File: src/rtl/elevator_pkg.sv
// Shared constants and the direction-state type for the floor request front end.
package elevator_pkg;

    localparam int DEF_NUM_FLOORS      = 10;
    localparam int DEF_FLOOR_W         = 4;
    localparam int DEF_DEBOUNCE_CYCLES = 1_000_000;

    typedef enum logic [1:0] {
        IDLE = 2'd0,
        UP   = 2'd1,
        DOWN = 2'd2
    } dir_state_t;

    // Counter width for a debounce period; never narrower than one bit.
    function automatic int debounce_cnt_w(input int cycles);
        return (cycles > 1) ? $clog2(cycles) : 1;
    endfunction

endpackage

File: src/rtl/button_debounce.sv
// One switch: 2-FF synchroniser, then a stability counter that accepts a new level
// after DEBOUNCE_CYCLES consecutive disagreeing samples. Emits a pulse on accepted presses.
module button_debounce
    import elevator_pkg::*;
#(
    parameter int DEBOUNCE_CYCLES = DEF_DEBOUNCE_CYCLES
) (
    input  logic clk,
    input  logic reset,
    input  logic btn_raw,
    output logic stable,
    output logic press
);

    localparam int CNT_W = debounce_cnt_w(DEBOUNCE_CYCLES);
    localparam logic [CNT_W-1:0] CNT_LAST = CNT_W'(DEBOUNCE_CYCLES - 1);

    logic             sync1_r;
    logic             sync2_r;
    logic [CNT_W-1:0] cnt_r;

    // Synchroniser, debounce counter, stable level and press pulse.
    always_ff @(posedge clk or negedge reset) begin
        if (!reset) begin
            sync1_r <= 1'b0;
            sync2_r <= 1'b0;
            cnt_r   <= '0;
            stable  <= 1'b0;
            press   <= 1'b0;
        end else begin
            sync1_r <= btn_raw;
            sync2_r <= sync1_r;
            if (sync2_r == stable) begin
                cnt_r <= '0;
                press <= 1'b0;
            end else if (cnt_r == CNT_LAST) begin
                cnt_r  <= '0;
                stable <= sync2_r;
                press  <= sync2_r;
            end else begin
                cnt_r <= cnt_r + CNT_W'(1);
                press <= 1'b0;
            end
        end
    end

endmodule

File: src/rtl/floor_request_latch.sv
// Debounced floor buttons feeding a per-floor request latch and a SCAN direction FSM.
// Build option REQ_CANCEL_EN: a press on an already-pending floor cancels it.
module floor_request_latch
    import elevator_pkg::*;
#(
    parameter int NUM_FLOORS      = DEF_NUM_FLOORS,
    parameter int FLOOR_W         = DEF_FLOOR_W,
    parameter int DEBOUNCE_CYCLES = DEF_DEBOUNCE_CYCLES
) (
    input  logic                  clk,
    input  logic                  reset,
    input  logic [NUM_FLOORS-1:0] btn_raw,
    input  logic [FLOOR_W-1:0]    cur_floor,
    input  logic                  serve,
    output logic [NUM_FLOORS-1:0] req_pending,
    output logic [FLOOR_W-1:0]    next_floor,
    output logic                  next_valid,
    output logic                  dir_up
);

    logic [NUM_FLOORS-1:0] press_s;
    logic [NUM_FLOORS-1:0] unused_stable_s;
    logic [NUM_FLOORS-1:0] clear_s;
    logic [NUM_FLOORS-1:0] req_next_s;
    logic                  above_s;
    logic                  below_s;
    logic                  at_cur_s;
    logic [FLOOR_W-1:0]    lowest_above_s;
    logic [FLOOR_W-1:0]    highest_below_s;
    logic [FLOOR_W-1:0]    fallback_s;
    dir_state_t            state_r;

    for (genvar g = 0; g < NUM_FLOORS; g++) begin : g_btn
        button_debounce #(
            .DEBOUNCE_CYCLES(DEBOUNCE_CYCLES)
        ) u_db (
            .clk    (clk),
            .reset  (reset),
            .btn_raw(btn_raw[g]),
            .stable (unused_stable_s[g]),
            .press  (press_s[g])
        );
    end

    // Serve decode; an out-of-range cur_floor matches no bit and is ignored.
    always_comb begin
        clear_s = '0;
        for (int i = 0; i < NUM_FLOORS; i++) begin
            clear_s[i] = serve && (cur_floor == FLOOR_W'(i));
        end
    end

    // Next request vector: clear always beats a coincident press.
    always_comb begin
`ifdef REQ_CANCEL_EN
        req_next_s = (req_pending ^ press_s) & ~clear_s;
`else
        req_next_s = (req_pending | press_s) & ~clear_s;
`endif
    end

    // Request latch register.
    always_ff @(posedge clk or negedge reset) begin
        if (!reset) begin
            req_pending <= '0;
        end else begin
            req_pending <= req_next_s;
        end
    end

    // Priority encoders relative to cur_floor; scan direction picks the winner.
    always_comb begin
        above_s         = 1'b0;
        below_s         = 1'b0;
        at_cur_s        = 1'b0;
        lowest_above_s  = '0;
        highest_below_s = '0;
        for (int i = NUM_FLOORS - 1; i >= 0; i--) begin
            above_s        = above_s | (req_pending[i] && (FLOOR_W'(i) > cur_floor));
            lowest_above_s = (req_pending[i] && (FLOOR_W'(i) > cur_floor)) ?
                             FLOOR_W'(i) : lowest_above_s;
        end
        for (int i = 0; i < NUM_FLOORS; i++) begin
            below_s         = below_s | (req_pending[i] && (FLOOR_W'(i) < cur_floor));
            highest_below_s = (req_pending[i] && (FLOOR_W'(i) < cur_floor)) ?
                              FLOOR_W'(i) : highest_below_s;
            at_cur_s        = at_cur_s | (req_pending[i] && (FLOOR_W'(i) == cur_floor));
        end
        fallback_s = at_cur_s ? cur_floor : '0;
    end

    // SCAN FSM; outputs follow the state one cycle later.
    always_ff @(posedge clk or negedge reset) begin
        if (!reset) begin
            state_r    <= IDLE;
            next_floor <= '0;
            next_valid <= 1'b0;
            dir_up     <= 1'b0;
        end else begin
            case (state_r)
                IDLE: begin
                    if (above_s)      state_r <= UP;
                    else if (below_s) state_r <= DOWN;
                    else              state_r <= IDLE;
                end
                UP: begin
                    if (above_s)      state_r <= UP;
                    else if (below_s) state_r <= DOWN;
                    else              state_r <= IDLE;
                end
                DOWN: begin
                    if (below_s)      state_r <= DOWN;
                    else if (above_s) state_r <= UP;
                    else              state_r <= IDLE;
                end
                default: state_r <= IDLE;
            endcase

            case (state_r)
                UP:      next_floor <= above_s ? lowest_above_s : fallback_s;
                DOWN:    next_floor <= below_s ? highest_below_s : fallback_s;
                default: next_floor <= fallback_s;
            endcase
            next_valid <= |req_pending;
            dir_up     <= (state_r == UP);
        end
    end

endmodule

File: config.mk
export PLATFORM = sky130hd
export DESIGN_NAME = floor_request_latch
export DESIGN_NICKNAME = d
export VERILOG_FILES = /design/src/rtl/elevator_pkg.sv /design/src/rtl/button_debounce.sv /design/src/rtl/floor_request_latch.sv
export SDC_FILE = /design/constraint.sdc
export NUM_CORES = 1
export LEC_CHECK = 0
export ABC_AREA = 1
export BUFFER_PORTS_ARGS = -buffer_cell sky130_fd_sc_hd__buf_2
export CELL_PAD_IN_SITES_DETAIL_PLACEMENT = 1
export CELL_PAD_IN_SITES_GLOBAL_PLACEMENT = 1
export CORE_MARGIN = 4
export CORE_UTILIZATION = 52
export DETAILED_ROUTE_END_ITERATION = 10
export PLACE_DENSITY = 0.88
export SLEW_MARGIN = 10
export SYNTH_ARGS = -nofsm -noshare
export SYNTH_HDL_FRONTEND = slang
export SYNTH_SLANG_ARGS = --single-unit
File: constraint.sdc
create_clock -name clk -period 2.8 [get_ports clk]
set_input_delay 0.56 -clock clk [delete_from_list [all_inputs] [get_ports clk]]
set_output_delay 0.56 -clock clk [all_outputs]
set_load 0.02 [all_outputs]
Word level (Yosys, flattened, before mapping)
Cells that the tools add are included.
W data, S select, Z words.
{"block": "totals", "output_inout_bits": 16, "register_bits": 258}
{"block": "classes", "n_bitwise": 40, "mux": 68, "n_eq_ne": 40, "reduce_logical": 54, "add_sub_neg": 10, "magnitude_cmp": 20}
{"operator": "$mux W20", "count": 20}
{"operator": "$add A20 B1 Y20 const B", "count": 10}
{"operator": "$eq A20 B20 Y1 const B", "count": 10}
{"operator": "$mux W4", "count": 15}
{"operator": "$logic_and A1 B1 Y1", "count": 40}
{"operator": "$or A1 B1 Y1", "count": 27}
{"operator": "$mux W1", "count": 22}
{"operator": "$reduce_and A2 Y1", "count": 10}
{"operator": "$eq A3 B4 Y1 const A", "count": 4}
{"operator": "$eq A4 B3 Y1 const B", "count": 4}
{"operator": "$gt A3 B4 Y1 const A", "count": 4}
{"operator": "$lt A3 B4 Y1 const A", "count": 4}
{"operator": "$mux W3", "count": 4}
{"operator": "$and A10 B10 Y10", "count": 1}
{"operator": "$eq A1 B1 Y1", "count": 10}
{"operator": "$mux W2", "count": 5}
{"operator": "$not A1 Y1", "count": 10}
{"operator": "$not A10 Y10", "count": 1}
{"operator": "$or A10 B10 Y10", "count": 1}
{"operator": "$reduce_or A10 Y1", "count": 1}
{"operator": "$eq A2 B4 Y1 const A", "count": 2}
{"operator": "$eq A4 B2 Y1 const B", "count": 2}
{"operator": "$eq A4 B4 Y1 const A", "count": 2}
{"operator": "$eq A4 B4 Y1 const B", "count": 2}
{"operator": "15 further kinds", "count": 21}

Logic depth before layout (Yosys ltp)
{"block": "logic_depth", "word_depth": 14, "ltp_mapped": 17}

Cells and area by module
Synthesis repeated with hierarchy kept, for this count alone.
{"block": "unflattened", "cells_unflattened": 1864, "hier_area_um2": 15362.2}
{"mod": "button_debounce", "seq_area_each_um2": 600.6, "instances": 10, "cells_each": 167, "area_per_inst_um2": 1395.1}
{"mod": "floor_request_latch", "seq_area_each_um2": 450.4, "instances": 1, "cells_each": 194, "area_per_inst_um2": 1411.4}

Worst setup path before layout
OpenSTA, ideal clock, no wires.
{"block": "synth_timing", "path_type": "in2reg", "from": "input cur_floor[0]", "to": "register next_floor[3]", "arrival_ns": 1.626, "path_buffers": 1, "setup_slack_ns": 1.049, "path_stages": 11, "cell_sequence": "buf_2 > nor2_2 > nand2_1 > nor2_1 > inv_1 > nand2_1 > nor2_1 > nand2_1 > nor2_1 > o21ai_0 > o21ai_2"}
{"block": "synth_between", "elab_chain_len": 14}
{"element": "start: declaration", "line": "floor_request_latch.sv:13", "rtl": "input logic [FLOOR_W-1:0] cur_floor,"}
{"element": "$gt A4 B4 Y1, or another cell as far along", "line": "floor_request_latch.sv:79, floor_request_latch.sv:80"}
{"element": "$logic_and A1 B1 Y1, on equally long branches", "line": "floor_request_latch.sv:79, floor_request_latch.sv:80, floor_request_latch.sv:87"}
{"element": "$mux W4 / $or A1 B1 Y1 (equally long branches) (9 in a row)", "line": "floor_request_latch.sv:80, floor_request_latch.sv:87"}
{"element": "$mux W4, on equally long branches", "line": "floor_request_latch.sv:80, floor_request_latch.sv:89"}
{"element": "$mux W4, on equally long branches", "line": "floor_request_latch.sv:120, floor_request_latch.sv:121"}
{"element": "$pmux W4 S2 *", "line": "floor_request_latch.sv:119", "rtl": "case (state_r)"}
{"element": "end signal: assignment", "line": "floor_request_latch.sv:120", "rtl": "UP: next_floor <= above_s ? lowest_above_s : fallback_s;"}
{"element": "end signal: assignment", "line": "floor_request_latch.sv:121", "rtl": "DOWN: next_floor <= below_s ? highest_below_s : fallback_s;"}
{"element": "end signal: assignment", "line": "floor_request_latch.sv:122", "rtl": "default: next_floor <= fallback_s;"}
{"element": "end: declaration", "line": "floor_request_latch.sv:16", "rtl": "output logic [FLOOR_W-1:0] next_floor,"}
Every way passes the cells marked *; elsewhere a longest branch is shown, timed or not.
A chain may end at the register's enable or synchronous reset.

Worst setup path in the final report
{"block": "layout_timing", "from": "register g_btn[6].u_db.cnt_r[0]", "to": "register g_btn[6].u_db.cnt_r[16]"}
{"block": "layout_between", "elab_chain_len": 3}
{"element": "start: declaration", "line": "button_debounce.sv:20", "rtl": "logic [CNT_W-1:0] cnt_r;"}
{"element": "start signal: assignment", "line": "button_debounce.sv:41", "rtl": "cnt_r <= cnt_r + CNT_W'(1);"}
{"element": "$add A20 B1 Y20 / $eq A20 B20 Y1 (equally long branches)", "line": "button_debounce.sv:41, button_debounce.sv:36"}
{"element": "$mux W20 *", "line": "button_debounce.sv:36", "rtl": "end else if (cnt_r == CNT_LAST) begin"}
{"element": "$mux W20 *", "line": "button_debounce.sv:33", "rtl": "if (sync2_r == stable) begin"}
Marks and branches as above.

==> impl_metrics.json <==
{
  "cap_violations": 0,
  "dr.pass1.iters": 4,
  "power_frac_comb_pct": 3.6,
  "synth_largest_area_cell": "dfrtp_1",
  "area_growth_pct": 12.4,
  "die-width_um": 164,
  "synth_xor_area_share_pct": 5.27,
  "io_buffers": 32,
  "switching_share_pct": 22.4,
  "p_int_uw": 6130,
  "period_needed_ns": 2.16,
  "postSynthNetCount": 1519,
  "ant_nets": 0,
  "crit_type": "reg2reg",
  "vias": 10400,
  "cts-root-buf": "clkbuf_16",
  "grt_first_pass_wirelength_um": 55600,
  "relSlewSlack_pct": 66.7,
  "worstMarginPinSlew_ns": 0.495,
  "synth_fa_ha_area_share_pct": 1.39,
  "hpwl_um": 22500,
  "initial_core_util_pct": 53.3,
  "cp_slowest_stage_delay_ns": 0.38,
  "path_buf_inv": 2,
  "max_freq_ghz": 0.463,
  "synth_top_area_share_pct": 51.1,
  "rows": 56,
  "synth_compound_gate_area_share_pct": 7.36,
  "power_uw": 7910,
  "nFillCells": 2869,
  "critPathCaptureType": "flip-flop",
  "fin_hold_ws_ns": 0.119,
  "ys_seq_area_share_pct": 51.1,
  "synth_top_family_by_area": "simple AND/OR/NAND/NOR gates",
  "post-cts-setup-buffers": 0,
  "power_leakage_uw": 0.00655,
  "synth-async-reset-ratio_pct": 100,
  "hold_path_class": "in2reg",
  "crit_slowest_cell": "dfrtp_1",
  "seq_power_share_pct": 48.3,
  "drt-initial-drc-count": 523,
  "core_area_mm2": 0.0237,
  "cts_sinks": 258,
  "viasPerCell": 5.52,
  "crit_family": "simple AND/OR/NAND/NOR gates",
  "routed_wl_um": 32400,
  "post_cts_resized": 0,
  "ir_drop_mv": 0.439,
  "period_share_pct": 77.2,
  "cts_tree": "yes",
  "fin_ws_ns": 0.639,
  "avgSynthCellArea_um2": 8.49,
  "finalSetupViolCount": 0,
  "pre_cts_ws_ns": 0.724,
  "first_global_vias": 11500,
  "final-hold-violation-count": 0,
  "maxSlewViolCount": 0,
  "finalSetupTns_ns": 0,
  "htreeDepth": 1,
  "routabilityCongestion": 0.899,
  "antenna_found_initial": 1,
  "p_sw_uw": 1770,
  "clockBufferDepth": 3,
  "pin_count": 33,
  "netlist_top_cells_area": "dfrtp_1 (51%), nand2_1 (6.7%), inv_1 (6.6%)",
  "worstPathMaxFanout": 11,
  "status": "completed",
  "required_ns": 3.23,
  "drive_gt1_share_pct": 9.41,
  "drcViolationCount": 0,
  "die-area_mm2": 0.0269,
  "multiInputGateArea_mm2": 0.00526,
  "synthSimpleGateAreaFrac_pct": 27.6,
  "grt_use_total_pct": 24.9,
  "cp.arrival_ns": 2.59,
  "netlist-cell-type-count": 46,
  "syn_area_mm2": 0.0126,
  "grt.overflow.total": 0,
  "synth_ff_type": "dfrtp_1",
  "netlist_instances": 1488,
  "fin_nets": 1580,
  "insertion_delay_ns": 0.54,
  "yosysWarnings": 0,
  "clkTransAtPathRegs_ns": 0.06,
  "die_h_um": 164,
  "p_clk_share_pct": 48.1,
  "ys_top_cells_by_count": "dfrtp_1 (258), nand2_1 (225), inv_1 (223)",
  "muxShareOfSynthArea_pct": 0,
  "synth.most_common_cell": "dfrtp_1",
  "crit_chain": "ha_1 > nand3_1 > nor2_1 > nand2_1 > inv_1 > nand4_1 > nand2_1 > inv_1 > o21ai_0 > a21oi_1",
  "ctsHoldBuffers": 1,
  "finClkSkew_ns": 0.0110,
  "synth_edf_count": 0,
  "cp-start-kind": "flip-flop",
  "power_density_mw_per_mm2": 557,
  "regArea_mm2": 0.00646,
  "rsz0062_at_grt": "no",
  "synth-seq-cells": 258,
  "cts_made_buffers": 29,
  "wl_per_cell_um": 17.1,
  "grt_max_degree": 73
}
==> routing by layer <==
metal | track usage, % | part of all wire, %
met1 | 30.1 | 42
met2 | 45.6 | 52
met3 | 3.51 | 2.9
met4 | 8.84 | 3.4
met5 | 0 | 0
==> flip-flops by register name (all words and copies together) (netlist names) <==
name	count
g_btn.u_db.cnt_r	200
g_btn.u_db.press	10
g_btn.u_db.stable	10
g_btn.u_db.sync1_r	10
g_btn.u_db.sync2_r	10
req_pending	10
next_floor	4
state_r	2
dir_up	1
next_valid	1
==> power by group through the flow <==
stage / sequential, µW / combinational [µW] / clock [µW]
after floorplan: 3870 / 141 / 0
after global placement: 3880 / 273 / 0
after detailed placement: 3880 / 289 / 0
after CTS: 3820 / 297 / 3880
after global routing: 3820 / 332 / 4050
final: 3820 / 288 / 3800
==> worst register-to-register path, delay by kind of cell (launching register included) <==
family | cells | cell delay [ns]
buffers and inverters | 2 | 0.27
AOI/OAI and AO/OA | 2 | 0.18
and+or+nand+nor | 5 | 1.00
adders and majority gates | 1 | 0.20
DFF | 1 | 0.38
==> path summary, 6_finish.rpt <==
path                                        start                       to  slack (ns)  cells after the start
max                        g_btn[6].u_db.cnt_r[0]  g_btn[6].u_db.cnt_r[16]        0.64                     10
min                                    btn_raw[5]    g_btn[5].u_db.sync1_r        0.12                      1
max reg2reg                g_btn[6].u_db.cnt_r[0]  g_btn[6].u_db.cnt_r[16]        0.64                     10
min reg2reg                 g_btn[3].u_db.sync1_r    g_btn[3].u_db.sync2_r        0.35                      0
max in group asynchronous                   reset  g_btn[7].u_db.cnt_r[15]        1.54                      3
min in group asynchronous                   reset   g_btn[5].u_db.cnt_r[3]        0.52                      2
==> layout by cell type (no fill, tap or decap), drive strengths merged, types with 2 or more instances in the layout <==
| cell type | count |
|---|---|
| nor4 | 29 |
| ha | 14 |
| clkbuf | 44 |
| or2 | 4 |
| a31oi | 5 |
| nand3 | 98 |
| o21bai | 2 |
| o21ai | 55 |
| nor2 | 223 |
| and3 | 5 |
| inv | 232 |
| nand4 | 35 |
| o22ai | 11 |
| buf | 37 |
| bufinv | 2 |
| nor3 | 87 |
| xnor2 | 24 |
| a21oi | 71 |
| a41oi | 2 |
| nand2 | 233 |
| dfrtp | 258 |
| xor2 | 52 |
| nor3b | 19 |
| o21a | 8 |
| clkinv | 8 |
| a211oi | 9 |
==> cell families (layout without fill, tap and decap cells) <==
group                      count (synthesis)  count (layout)
buffers and inverters                    240             324
xor gates and xnor gates                  76              76
other                                      0               1
AOI/OAI and AO/OA                        167             167
and+or+nand+nor                          733             733
DFF                                      258             258
adders and majority gates                 14              14
==> cell type report <==
type,instances,area share [%]
diodes,1,0.0176
clock buffers,44,6.00
clock inverters,10,0.758
inverters,232,6.15
multi-input cells,990,37.0
flip-flops and latches,258,45.5
well taps,319,2.81
repair buffers,38,1.80
==> through the flow <==
step / cells / utilization (%) / cell area [µm²]
2_1_floorplan: 1488 / - / 12600
3_3_place_gp: 1836 / 55.9 / 13200
3_5_place_dp: 1836 / 55.9 / 13200
4_1_cts: 1891 / 60.0 / 14200
5_1_grt: 1892 / 60.0 / 14200
6_report: 1892 / 60.0 / 14200
No activity file was read; power rests on OpenSTA's default activity.
